<file path="config.mk">
export PLATFORM = sky130hd
export DESIGN_NAME = sram_controller
export DESIGN_NICKNAME = d
export VERILOG_FILES = /design/src/rtl/arm_mem_pkg.sv /design/src/rtl/sram_controller.sv
export SDC_FILE = /design/constraint.sdc
export NUM_CORES = 1
export LEC_CHECK = 0
export CAP_MARGIN = 20
export CORE_MARGIN = 1.5
export CORE_UTILIZATION = 35
export DETAILED_ROUTE_END_ITERATION = 6
export PLACE_DENSITY = 0.73
export SKIP_LAST_GASP = 1
export SLEW_MARGIN = 25
export SYNTH_ARGS = -nofsm -noshare
export SYNTH_HDL_FRONTEND = slang
export SYNTH_SLANG_ARGS = --single-unit
</file>
<file path="constraint.sdc">
create_clock -name clk -period 2.39 [get_ports clk]
set_clock_uncertainty 0.1 [all_clocks]
set_input_delay 0.478 -clock clk [delete_from_list [all_inputs] [get_ports clk]]
set_output_delay 0.478 -clock clk [all_outputs]
set_load 0.02 [all_outputs]
</file>
<file path="src/rtl/arm_mem_pkg.sv">
// Shared definitions for the MEM-stage SRAM controller.
//   mem_state_e         : controller FSM encoding
//   DEFAULT_BASE_ADDR   : byte address of data-memory word 0
//   DEFAULT_WAIT_CYCLES : cycles each 16-bit half-access stays on the bus
//   DEFAULT_SRAM_AW     : SRAM halfword address width
package arm_mem_pkg;

  typedef enum logic [1:0] {
    ST_IDLE = 2'd0,
    ST_LO   = 2'd1,
    ST_HI   = 2'd2,
    ST_DONE = 2'd3
  } mem_state_e;

  localparam int unsigned DEFAULT_BASE_ADDR   = 1024;
  localparam int unsigned DEFAULT_WAIT_CYCLES = 2;
  localparam int unsigned DEFAULT_SRAM_AW     = 18;

endpackage : arm_mem_pkg

</file>
<file path="src/rtl/sram_controller.sv">
// MEM-stage responder: turns one 32-bit load/store from the EXE/MEM pipeline
// register into two 16-bit accesses on an external asynchronous SRAM, and
// drives ready (sram_ready) to stall or advance the pipeline.
// Ports:
//   clk, reset          : clock, asynchronous active-high reset
//   rd_en, wr_en        : request (wr_en wins when both are high)
//   address, write_data : byte address and store data, held stable by the pipeline
//   read_data           : registered load result, valid in DONE
//   ready               : high when the pipeline may advance
//   sram_*              : SRAM bus (all registered, glitch-free)
//
// state | meaning
// IDLE  | waiting for a request; ready=1 only with no request pending
// LO    | low halfword access (address {word,0}), WAIT_CYCLES cycles
// HI    | high halfword access (address {word,1}), WAIT_CYCLES cycles
// DONE  | one cycle, ready=1, read_data valid
module sram_controller
  import arm_mem_pkg::*;
#(
  parameter int unsigned BASE_ADDR   = DEFAULT_BASE_ADDR,
  parameter int unsigned WAIT_CYCLES = DEFAULT_WAIT_CYCLES,
  parameter int unsigned SRAM_AW     = DEFAULT_SRAM_AW
) (
  input  logic               clk,
  input  logic               reset,
  input  logic               rd_en,
  input  logic               wr_en,
  input  logic [31:0]        address,
  input  logic [31:0]        write_data,
  output logic [31:0]        read_data,
  output logic               ready,
  output logic [SRAM_AW-1:0] sram_addr,
  output logic [15:0]        sram_dq_out,
  input  logic [15:0]        sram_dq_in,
  output logic               sram_dq_oe,
  output logic               sram_we_n,
  output logic               sram_oe_n
);

  localparam int unsigned      CNT_W   = $clog2(WAIT_CYCLES);
  localparam logic [CNT_W-1:0] CNT_MAX = CNT_W'(WAIT_CYCLES - 1);

  mem_state_e         state_q, state_d;
  logic [CNT_W-1:0]   cnt_q, cnt_d;
  logic               is_wr_q, is_wr_d;
  logic [31:0]        read_data_q, read_data_d;
  logic [SRAM_AW-1:0] sram_addr_q, sram_addr_d;
  logic [15:0]        dq_out_q, dq_out_d;
  logic               dq_oe_q, dq_oe_d;
  logic               we_n_q, we_n_d;
  logic               oe_n_q, oe_n_d;

  logic [31:0]        offset;
  logic [SRAM_AW-2:0] word;
  logic               last_cycle;
  logic               unused_addr_bits;

  // Word index relative to the data-memory base; byte lane bits are dropped
  // and anything above the SRAM range wraps.
  assign offset           = address - 32'(BASE_ADDR);
  assign word             = offset[SRAM_AW:2];
  assign unused_addr_bits = ^{offset[31:SRAM_AW+1], offset[1:0]};

  assign last_cycle = (cnt_q == CNT_MAX);

  // Next-state, counter and read capture.
  always_comb begin
    state_d     = state_q;
    cnt_d       = cnt_q;
    is_wr_d     = is_wr_q;
    read_data_d = read_data_q;
    unique case (state_q)
      ST_IDLE: begin
        if (rd_en || wr_en) begin
          state_d = ST_LO;
          cnt_d   = '0;
          is_wr_d = wr_en;
        end
      end
      ST_LO: begin
        if (last_cycle) begin
          state_d = ST_HI;
          cnt_d   = '0;
          if (!is_wr_q) read_data_d[15:0] = sram_dq_in;
        end else begin
          cnt_d = cnt_q + CNT_W'(1);
        end
      end
      ST_HI: begin
        if (last_cycle) begin
          state_d = ST_DONE;
          if (!is_wr_q) read_data_d[31:16] = sram_dq_in;
        end else begin
          cnt_d = cnt_q + CNT_W'(1);
        end
      end
      ST_DONE: begin
        state_d = ST_IDLE;
      end
      default: begin
        state_d = ST_IDLE;
      end
    endcase
  end

  // Bus outputs are decoded from the upcoming state so they can be registered.
  // we_n rises on the final cycle of each phase, committing the write while
  // address and data are still held.
  always_comb begin
    sram_addr_d = '0;
    dq_out_d    = 16'h0000;
    dq_oe_d     = 1'b0;
    we_n_d      = 1'b1;
    oe_n_d      = 1'b1;
    if (state_d == ST_LO || state_d == ST_HI) begin
      sram_addr_d = {word, (state_d == ST_HI)};
      if (is_wr_d) begin
        dq_oe_d  = 1'b1;
        dq_out_d = (state_d == ST_HI) ? write_data[31:16] : write_data[15:0];
        we_n_d   = (cnt_d == CNT_MAX);
      end else begin
        oe_n_d = 1'b0;
      end
    end
  end

  always_ff @(posedge clk or posedge reset) begin
    if (reset) begin
      state_q     <= ST_IDLE;
      cnt_q       <= '0;
      is_wr_q     <= 1'b0;
      read_data_q <= 32'h0;
      sram_addr_q <= '0;
      dq_out_q    <= 16'h0000;
      dq_oe_q     <= 1'b0;
      we_n_q      <= 1'b1;
      oe_n_q      <= 1'b1;
    end else begin
      state_q     <= state_d;
      cnt_q       <= cnt_d;
      is_wr_q     <= is_wr_d;
      read_data_q <= read_data_d;
      sram_addr_q <= sram_addr_d;
      dq_out_q    <= dq_out_d;
      dq_oe_q     <= dq_oe_d;
      we_n_q      <= we_n_d;
      oe_n_q      <= oe_n_d;
    end
  end

  // A fresh request must not see ready in its first IDLE cycle.
  assign ready = (state_q == ST_DONE) || (state_q == ST_IDLE && !rd_en && !wr_en);

  assign read_data   = read_data_q;
  assign sram_addr   = sram_addr_q;
  assign sram_dq_out = dq_out_q;
  assign sram_dq_oe  = dq_oe_q;
  assign sram_we_n   = we_n_q;
  assign sram_oe_n   = oe_n_q;

endmodule : sram_controller
</file>
==> results.sh <==
export IMPL_cts_buffers=9
export IMPL_post_synth_top_count_cell="dfrtp_1"
export IMPL_synth_seq_area_share=0.635
export IMPL_rsz0062_at_grt="yes"
export IMPL_grt_pass1_vias=2127
export IMPL_p_leak_nw=1.94
export IMPL_cts_buffer_depth=2
export IMPL_yosysTopAreaCell="dfrtp_1"
export IMPL_crit_fanout=4
export IMPL_totalWireLength_mm=6.50
export IMPL_syn_inst=207
export IMPL_tightest_slew_ps=515
export IMPL_clock_sinks=73
export IMPL_root_buffer="clkbuf_8"
export IMPL_clk_pin_slew_ps=70
export IMPL_ys_ff_latch=73
export IMPL_vias=2125
export IMPL_status="finished clean"
export IMPL_fp_coreArea_sq_um=7850
export IMPL_synth_avg_cell_area_sq_um=13.9
export IMPL_synth_area_top_cells="dfrtp_1 62%, mux2_2 13%, mux2i_1 5.6%"
export IMPL_grt_usage=0.153
export IMPL_antenna_found_initial=0
export IMPL_vias_per_cell=4.60
export IMPL_cp_required_ps=1810
export IMPL_netlist_area_sq_um=2880
export IMPL_crit_arrival_ps=1760
export IMPL_dr_pass1_iters=3
export IMPL_preCtsSetupSlack_ps=-347
export IMPL_p_per_area_nw_per_um2=1320
export IMPL_fillerInstances=689
export IMPL_p_total_w=0.00611
export IMPL_fmax_mhz=427
export IMPL_postSynthNetCount=293
export IMPL_ys_types=32
export IMPL_n_antenna_cell=0
export IMPL_crit_buf_inv=2
export IMPL_worstSetupPathType="primary input to output pin"
export IMPL_fin_util=0.590
export IMPL_min_path_type="primary input to asynchronous set/reset pin"
export IMPL_ys_flop_type="dfrtp_1"
export IMPL_drtIter0Drc=49
export IMPL_setup_tns_final_ps=0
export IMPL_dp_hpwl_mm=4.86
export IMPL_syn2layout_area_growth_pct=60.8
export IMPL_insertion_delay_ps=320
export IMPL_hold_buffers=0
export IMPL_start_util=0.367
export IMPL_post_route_period_util=0.980
export IMPL_post_route_cells_drive_above_1_share=0.178
export IMPL_drv_slew=0
export IMPL_htree_levels=3
export IMPL_cts_tree="done"
export IMPL_crit_chain="clkdlybuf4s50_1 -> nor3_1 -> mux2_2 -> dlygate4sd2_1"
export IMPL_port_buffers=138
export IMPL_ys_async_sr_fraction=1.00
export IMPL_start_kind="primary input"
export IMPL_fin_ws_ps=48.4
export IMPL_dieArea_sq_um=8780
export IMPL_setup_viol=0
export IMPL_slew_headroom=0.656
export IMPL_peakVddDrop_v=0.000844
export IMPL_maxCapViolCount=0
export IMPL_cp_slowest_stage_delay_ps=470
export IMPL_fp_row_count=32
export IMPL_yosysWarnings=0
export IMPL_gp_congestion=0.699
export IMPL_layout_cells_non_filler=462
export IMPL_hold_viol_final=0
export IMPL_synthTopCellsByCount="71 x dfrtp_1, 33 x mux2_2, 20 x nor2_1, 16 x mux2i_1"
export IMPL_chipHeight_um=93.7
export IMPL_dp_cells=446
export IMPL_crit_path_end_kind="output pin"
export IMPL_ant_nets=0
export IMPL_drc=0
export IMPL_gr_total_overflow=0
export IMPL_synth_top_cell_area_share=0.617
export IMPL_die_w_um=93.7
export IMPL_synth_edff_count=0
export IMPL_slowest_stage="clkdlybuf4s50_1"
export IMPL_grt_max_degree=59
export IMPL_grt_pass1_wl_mm=10.3
export IMPL_finish_net_count=441
export IMPL_critPathTopFamily="buffers and inverters"
export IMPL_finalCriticalPeriod_ps=2340
export IMPL_wl_per_cell_um=14.1
export IMPL_num_io_pins=154
[what timing repair did]
action	in CTS	in global routing
endpoints found under the setup margin	2	17
gates cloned	0	0
pin swaps	0	0
buffers inserted	0	0
gates resized for setup	2	1
[cell families (layout without fill, tap and decap cells)]
kind of cell / count (synthesis) / count (layout) / share of synthesized area
flip-flops: 73 / 73 / 0.635
AND/OR/NAND/NOR: 50 / 50 / 0.103
multiplexers: 49 / 49 / 0.185
AO/OA/AOI/OAI: 17 / 17 / 0.0409
buffers and inverters: 15 / 168 / 0.0248
adder cells (fa/ha/maj): 2 / 2 / 0.00869
XOR/XNOR: 1 / 1 / 0.00304
[final timing paths]
check | slack [ps] | cells after the start | from | end
setup / recovery | 50 | 4 | wr_en | ready
hold / removal | 370 | 2 | reset | sram_dq_out[9]
setup reg to reg | 120 | 6 | state_q[1] | sram_we_n
hold reg to reg | 410 | 1 | read_data[20] | read_data[20]
max in group asynchronous | 1160 | 3 | reset | sram_oe_n
min in group clk | 410 | 1 | read_data[20] | read_data[20]
[registers in the layout, summed over array words and instances, names as in the netlist]
signal,flops
read_data,32
sram_addr,18
sram_dq_out,16
state_q,2
cnt_q,1
is_wr_q,1
sram_dq_oe,1
sram_oe_n,1
sram_we_n,1
[cell type report]
class	instances	area (sq um)	share of cell area
Multi-Input combinational cell	119	995	0.215
Clock buffer	13	149	0.0322
Inverter	7	30.0	0.00649
Timing Repair Buffer	145	1460	0.315
Clock inverter	3	40.0	0.00865
Tap cell	102	128	0.0276
Sequential cell	73	1830	0.395
[through the flow]
stage | hold WS (ps) | area (sq um)
floorplan | 442 | 2880
global placement | 389 | 4420
detailed placement | 395 | 4420
CTS | 366 | 4620
global route | 394 | 4630
finish | 374 | 4630
[cell usage in the layout (no fill, tap or decap), types with 6 or more instances in the layout]
| cell | synthesis | layout |
|---|---|---|
| nor2_1 | 20 | 20 |
| clkbuf_8 | 0 | 10 |
| inv_1 | 7 | 6 |
| mux2_2 | 33 | 33 |
| nand2b_1 | 8 | 8 |
| nor2b_1 | 8 | 8 |
| dfrtp_1 | 71 | 71 |
| o21ai_0 | 6 | 6 |
| mux2i_1 | 16 | 16 |
| clkdlybuf4s50_1 | 0 | 137 |
[layer usage]
layer,GRT usage,routed length (um)
met5,0,0
met4,0.0622,96
met3,0.0566,559
met2,0.246,3110
met1,0.186,2730
[power breakdown]
group          internal [W]  switching (W)  leakage, nW
Clock              0.000509       0.000409       0.0974
Sequential          0.00178       0.000252        0.912
Combinational       0.00159        0.00157        0.931
Total               0.00388        0.00223         1.94
[worst reg2reg max path: stages (launching register included)]
cell      delay (ps)
dfrtp_1          490
nand2b_1         260
o21ai_0          300
ha_1             340
nor4b_4          270
a31oi_4           50
or3b_1           380
Power figures use the tool's default switching activity.
